### config.mk
export PLATFORM = sky130hd
export DESIGN_NAME = board_io_conditioner
export DESIGN_NICKNAME = d
export VERILOG_FILES = /design/src/rtl/board_io_conditioner.sv
export SDC_FILE = /design/constraint.sdc
export NUM_CORES = 1
export LEC_CHECK = 0
export CAP_MARGIN = 40
export CELL_PAD_IN_SITES_DETAIL_PLACEMENT = 1
export CELL_PAD_IN_SITES_GLOBAL_PLACEMENT = 2
export CORE_MARGIN = 4
export CORE_UTILIZATION = 35
export DETAILED_ROUTE_END_ITERATION = 7
export PLACE_DENSITY = 0.79
export SKIP_LAST_GASP = 1
export SYNTH_ARGS = -nofsm -noshare
export SYNTH_HDL_FRONTEND = slang
export SYNTH_SLANG_ARGS = --single-unit
### constraint.sdc
create_clock -name clk100 -period 2.4 [get_ports clk100]
set_input_delay 0.24 -clock clk100 [delete_from_list [all_inputs] [get_ports clk100]]
set_output_delay 0.24 -clock clk100 [all_outputs]
set_load 0.1 [all_outputs]
### src/rtl/board_io_conditioner.sv
// board_io_conditioner
//   Conditions raw board pins (switches, buttons) for the gpioA read vector.
//   Each channel is synchronised, debounced, edge-detected and captured into
//   a sticky event flag; the event flags are ORed into a single interrupt.
//   All channels are independent and share nothing but the clock and reset.

module board_io_conditioner #(
    parameter int CHANNELS        = 8,
    parameter int SYNC_STAGES     = 2,
    parameter int DEBOUNCE_CYCLES = 1000000,
    parameter int RESET_LEVEL     = 0
) (
    input  logic                clk100,
    input  logic                cpu_reset,
    input  logic [CHANNELS-1:0] io_pins_in,
    input  logic [CHANNELS-1:0] io_rise_en,
    input  logic [CHANNELS-1:0] io_fall_en,
    input  logic [CHANNELS-1:0] io_event_clear,
    output logic [CHANNELS-1:0] io_level,
    output logic [CHANNELS-1:0] io_event,
    output logic                io_irq
);

    // Counter only has to reach DEBOUNCE_CYCLES-1, so this width never wraps.
    localparam int CNT_W = $clog2(DEBOUNCE_CYCLES + 1);

    // Reset value shared by every sync flop and every debounced level bit.
    localparam logic [CHANNELS-1:0] RST_VEC =
        (RESET_LEVEL != 0) ? {CHANNELS{1'b1}} : {CHANNELS{1'b0}};

    // Count value on which a differing synchronised level is accepted.
    localparam logic [CNT_W-1:0] CNT_LAST = CNT_W'(DEBOUNCE_CYCLES - 1);

    // ------------------------------------------------------------------
    // State
    // ------------------------------------------------------------------
    logic [SYNC_STAGES-1:0][CHANNELS-1:0] sync_q;
    logic [CHANNELS-1:0]                  sync_s;

    logic [CHANNELS-1:0][CNT_W-1:0]       cnt_q;
    logic [CHANNELS-1:0][CNT_W-1:0]       cnt_d;

    logic [CHANNELS-1:0]                  level_q;
    logic [CHANNELS-1:0]                  level_d;
    logic [CHANNELS-1:0]                  level_prev_q;

    logic [CHANNELS-1:0]                  rise;
    logic [CHANNELS-1:0]                  fall;
    logic [CHANNELS-1:0]                  event_set;
    logic [CHANNELS-1:0]                  event_q;
    logic [CHANNELS-1:0]                  event_d;

    // ------------------------------------------------------------------
    // Synchroniser: a plain shift chain, nothing between the stages so the
    // metastability settling time of each stage is a full clock period.
    // ------------------------------------------------------------------

    // Shift raw pins through SYNC_STAGES flops.
    always_ff @(posedge clk100 or negedge cpu_reset) begin
        if (!cpu_reset) begin
            sync_q <= {SYNC_STAGES{RST_VEC}};
        end else begin
            // NOTE: non-blocking assignments let every stage sample the old
            // value of the previous stage, which is what makes this a chain.
            sync_q[0] <= io_pins_in;
            for (int i = 1; i < SYNC_STAGES; i++) begin
                sync_q[i] <= sync_q[i-1];
            end
        end
    end

    assign sync_s = sync_q[SYNC_STAGES-1];

    // ------------------------------------------------------------------
    // Debounce: a channel's counter runs only while the synchronised level
    // disagrees with the accepted level; any agreement restarts it, so only
    // an uninterrupted run of DEBOUNCE_CYCLES disagreeing samples is taken.
    // ------------------------------------------------------------------

    // Per-channel debounce next-state.
    always_comb begin
        // NOTE: defaults first so every path assigns cnt_d/level_d and no
        // latch is inferred for channels or branches that do not update.
        cnt_d   = cnt_q;
        level_d = level_q;
        for (int ch = 0; ch < CHANNELS; ch++) begin
            if (sync_s[ch] == level_q[ch]) begin
                cnt_d[ch] = '0;
            end else if (cnt_q[ch] == CNT_LAST) begin
                level_d[ch] = sync_s[ch];
                cnt_d[ch]   = '0;
            end else begin
                cnt_d[ch] = cnt_q[ch] + CNT_W'(1);
            end
        end
    end

    // Debounce counters, accepted level and its one-cycle-old copy.
    always_ff @(posedge clk100 or negedge cpu_reset) begin
        if (!cpu_reset) begin
            // NOTE: the counter bank is reset like any other register; a
            // stale count surviving reset would shorten the first debounce.
            cnt_q        <= '0;
            level_q      <= RST_VEC;
            level_prev_q <= RST_VEC;
        end else begin
            cnt_q        <= cnt_d;
            level_q      <= level_d;
            level_prev_q <= level_q;
        end
    end

    // ------------------------------------------------------------------
    // Edge capture. level_prev_q resets to the same value as level_q, so
    // reset release can never look like an edge.
    // ------------------------------------------------------------------

    // Edge pulses and sticky event next-state; a set beats a same-cycle clear.
    always_comb begin
        rise      = level_q & ~level_prev_q;
        fall      = ~level_q & level_prev_q;
        event_set = (rise & io_rise_en) | (fall & io_fall_en);
        event_d   = event_set | (event_q & ~io_event_clear);
    end

    // Sticky event flags.
    always_ff @(posedge clk100 or negedge cpu_reset) begin
        if (!cpu_reset) begin
            event_q <= '0;
        end else begin
            event_q <= event_d;
        end
    end

    // ------------------------------------------------------------------
    // Outputs: all driven straight from registers; the irq OR has no
    // combinational input path, so it cannot glitch on pin activity.
    // ------------------------------------------------------------------
    assign io_level = level_q;
    assign io_event = event_q;
    assign io_irq   = |event_q;

endmodule

==> results.json <==
{
  "critPathLaunch": "cnt_q[146]",
  "track_usage": 0.145,
  "slew_viol_final": 0,
  "place.gp.congestion": 0.768,
  "p_per_area_nw_per_um2": 600,
  "relSlewSlack": 0.595,
  "synth-edff-count": 0,
  "synth-seq-cells": 200,
  "io_pins": 51,
  "hold_class": "input pin to flip-flop",
  "r2r_setup_slack_ns": 0.20,
  "firstDrtPassIters": 6,
  "layout_setup_ws_ns": 0.204,
  "grt_overflow": 0,
  "pre_cts_ws_ns": 0.212,
  "nNetsFinal": 1040,
  "finClkSkew_ns": 0.0119,
  "grt_pass1_wl_um": 35600,
  "crit_path_end": "cnt_q[147]",
  "period_minus_slack_ns": 2.20,
  "hold_buffers": 1,
  "r2r_cells": 5,
  "fin_crit_sh": 0.915,
  "fp.dieW_um": 172,
  "finalPower_uw": 6580,
  "wirelength_um": 20300,
  "clk_latency_ns": 0.43,
  "tightest_slew_ns": 0.602,
  "path_clk_slew_ns": 0.07,
  "cts_setup_buffers": 0,
  "ir_drop_v": 0.000336,
  "cp-start-kind": "flip-flop",
  "core-area_um2": 26300,
  "core.rowCount": 59,
  "dp_hpwl_um": 14400,
  "vias": 6978,
  "rsz0062_at_grt": "false",
  "grt_pass1_vias": 7298,
  "antenna_cells": 0,
  "ys.flop_type": "dfrtp_1",
  "p_leak_uw": 0.00438,
  "via_per_inst": 5.19,
  "io_buffers": 50,
  "grt_start_max_net_pins": 66,
  "drt_iter0_markers": 323,
  "ant_nets": 0,
  "synth_fp_nets": 970,
  "status": "finished clean",
  "r2r_end": "cnt_q[147]",
  "syn_inst": 928,
  "dieArea_um2": 29600,
  "root_buffer": "clkbuf_16",
  "start_util": 0.358,
  "place_area_um2": 10400,
  "drcViolationCount": 0,
  "stdcell_area_um2": 11000,
  "crit_path_end_kind": "flip-flop",
  "die_y_um": 172,
  "cts_tree": "done",
  "crit_arrival_ns": 2.49,
  "fin_tns_setup_ns": 0,
  "synth_cell_types": 52,
  "antenna_found_initial": 0,
  "cts.htree.levels": 4,
  "cts_buffers": 17,
  "netlist_area_um2": 9400,
  "clock-sinks": 200,
  "syn2layout_area_growth_pct": 16.6,
  "synth_warnings": 0,
  "critPathKind": "flip-flop to flip-flop",
  "timing.fmax_mhz": 455,
  "ys_seq_area_frac": 0.532,
  "final_common_cell": "dfrtp_1",
  "hold_violations": 0,
  "post_cts_resized": 0,
  "avgRoutedWirePerCell_um": 15.1,
  "cp.required_ns": 2.70,
  "finalSetupViolations": 0,
  "syn_area_per_cell_um2": 10.1,
  "cts.path.max_buffers": 2,
  "synthArstFlopShare": 1.00,
  "final_cell_mix": "dfrtp_1, nor2_1, nand2_1, nand3_1, xnor2_1",
  "path_max_fanout": 20,
  "maxCapViolCount": 0,
  "drive_above_1_share": 0.0951,
  "r2r-start": "cnt_q[146]"
}
[cells in the mapped netlist (11+ instances only)]
| cell type | count | area [um^2] |
|---|---|---|
| dfrtp_1 | 200 | 5000 |
| nor2_1 | 123 | 462 |
| nand2_1 | 58 | 218 |
| nand3_1 | 58 | 290 |
| xnor2_1 | 54 | 473 |
| xor2_1 | 52 | 455 |
| a21oi_1 | 40 | 200 |
| nand4_1 | 36 | 225 |
| inv_1 | 35 | 131 |
| o21ai_0 | 31 | 155 |
| nor3_1 | 26 | 130 |
| or3_1 | 24 | 150 |
| or4_1 | 24 | 180 |
| nor4_1 | 23 | 144 |
| o31ai_1 | 13 | 97.6 |
| and3_1 | 12 | 75.1 |
| clkbuf_1 | 12 | 45.0 |
| and4_1 | 11 | 96.3 |
[worst max-delay path, stage by stage, from the launching register on]
cell	delay, ns
dfrtp_1	0.46
or4b_1	0.48
or4_1	0.57
o31ai_2	0.19
buf_4	0.28
nor2_1	0.09
[sequential cells by signal, summed over array words and instances (netlist names)]
signal	flops
io_event	8
sync_s	8
io_level	8
cnt_q	160
sync_q	8
level_prev_q	8
[cell families after synthesis]
family | Yosys count | synth area share
adder cells (fa/ha/maj) | 8 | 0.0106
XOR/XNOR | 106 | 0.0987
flip-flops | 200 | 0.532
buffers and inverters | 58 | 0.0258
AND/OR/NAND/NOR | 440 | 0.250
multiplexers | 13 | 0.0149
AO/OA/AOI/OAI | 103 | 0.0675
[routing by layer]
metal  share of wire  vias up  GRT usage
li1                -     3435          -
met1            0.50     3471      0.204
met2            0.47       59      0.236
met3           0.024       13     0.0281
met4          0.0089        0     0.0314
met5               0        -          0
[per-stage QoR]
step                      std cells  hold slack, ns  utilization
final                          1344           0.245        0.417
after global routing           1344           0.219        0.417
after CTS                      1344           0.224        0.417
after detailed placement       1313           0.290        0.395
after global placement         1313           0.287        0.395
after floorplan                 928         -0.0556            -
[layout make-up]
cell class,instances,area [um^2]
Clock buffer,24,492
Clock inverter,6,91.3
Fill cell,2960,15300
Inverter,35,131
Multi-Input combinational cell,670,4160
Sequential cell,200,5000
Tap cell,335,419
Timing Repair Buffer,74,669
[where the power goes]
part	leakage, uW	total, uW	internal [uW]	switching (uW)
clock	0.000275	2850	1640	1210
sequential	0.00274	3460	3420	45.1
combinational	0.00137	271	111	160
total	0.00438	6580	5170	1420
[worst min-delay path by stage]
stage / from / to / slack, ns / cells after the start
4_1_cts: io_pins_in[5] / sync_q[5] / 0.22 / 1
5_1_grt: io_pins_in[5] / sync_q[5] / 0.22 / 1
6_report: io_pins_in[1] / sync_q[1] / 0.24 / 1
3_3_place_gp: cpu_reset / cnt_q[113] / 0.29 / 1
3_5_place_dp: cpu_reset / cnt_q[113] / 0.29 / 1
2_1_floorplan: cpu_reset / cnt_q[0] / -0.06 / 0
No activity file was read; power rests on OpenSTA's default activity.
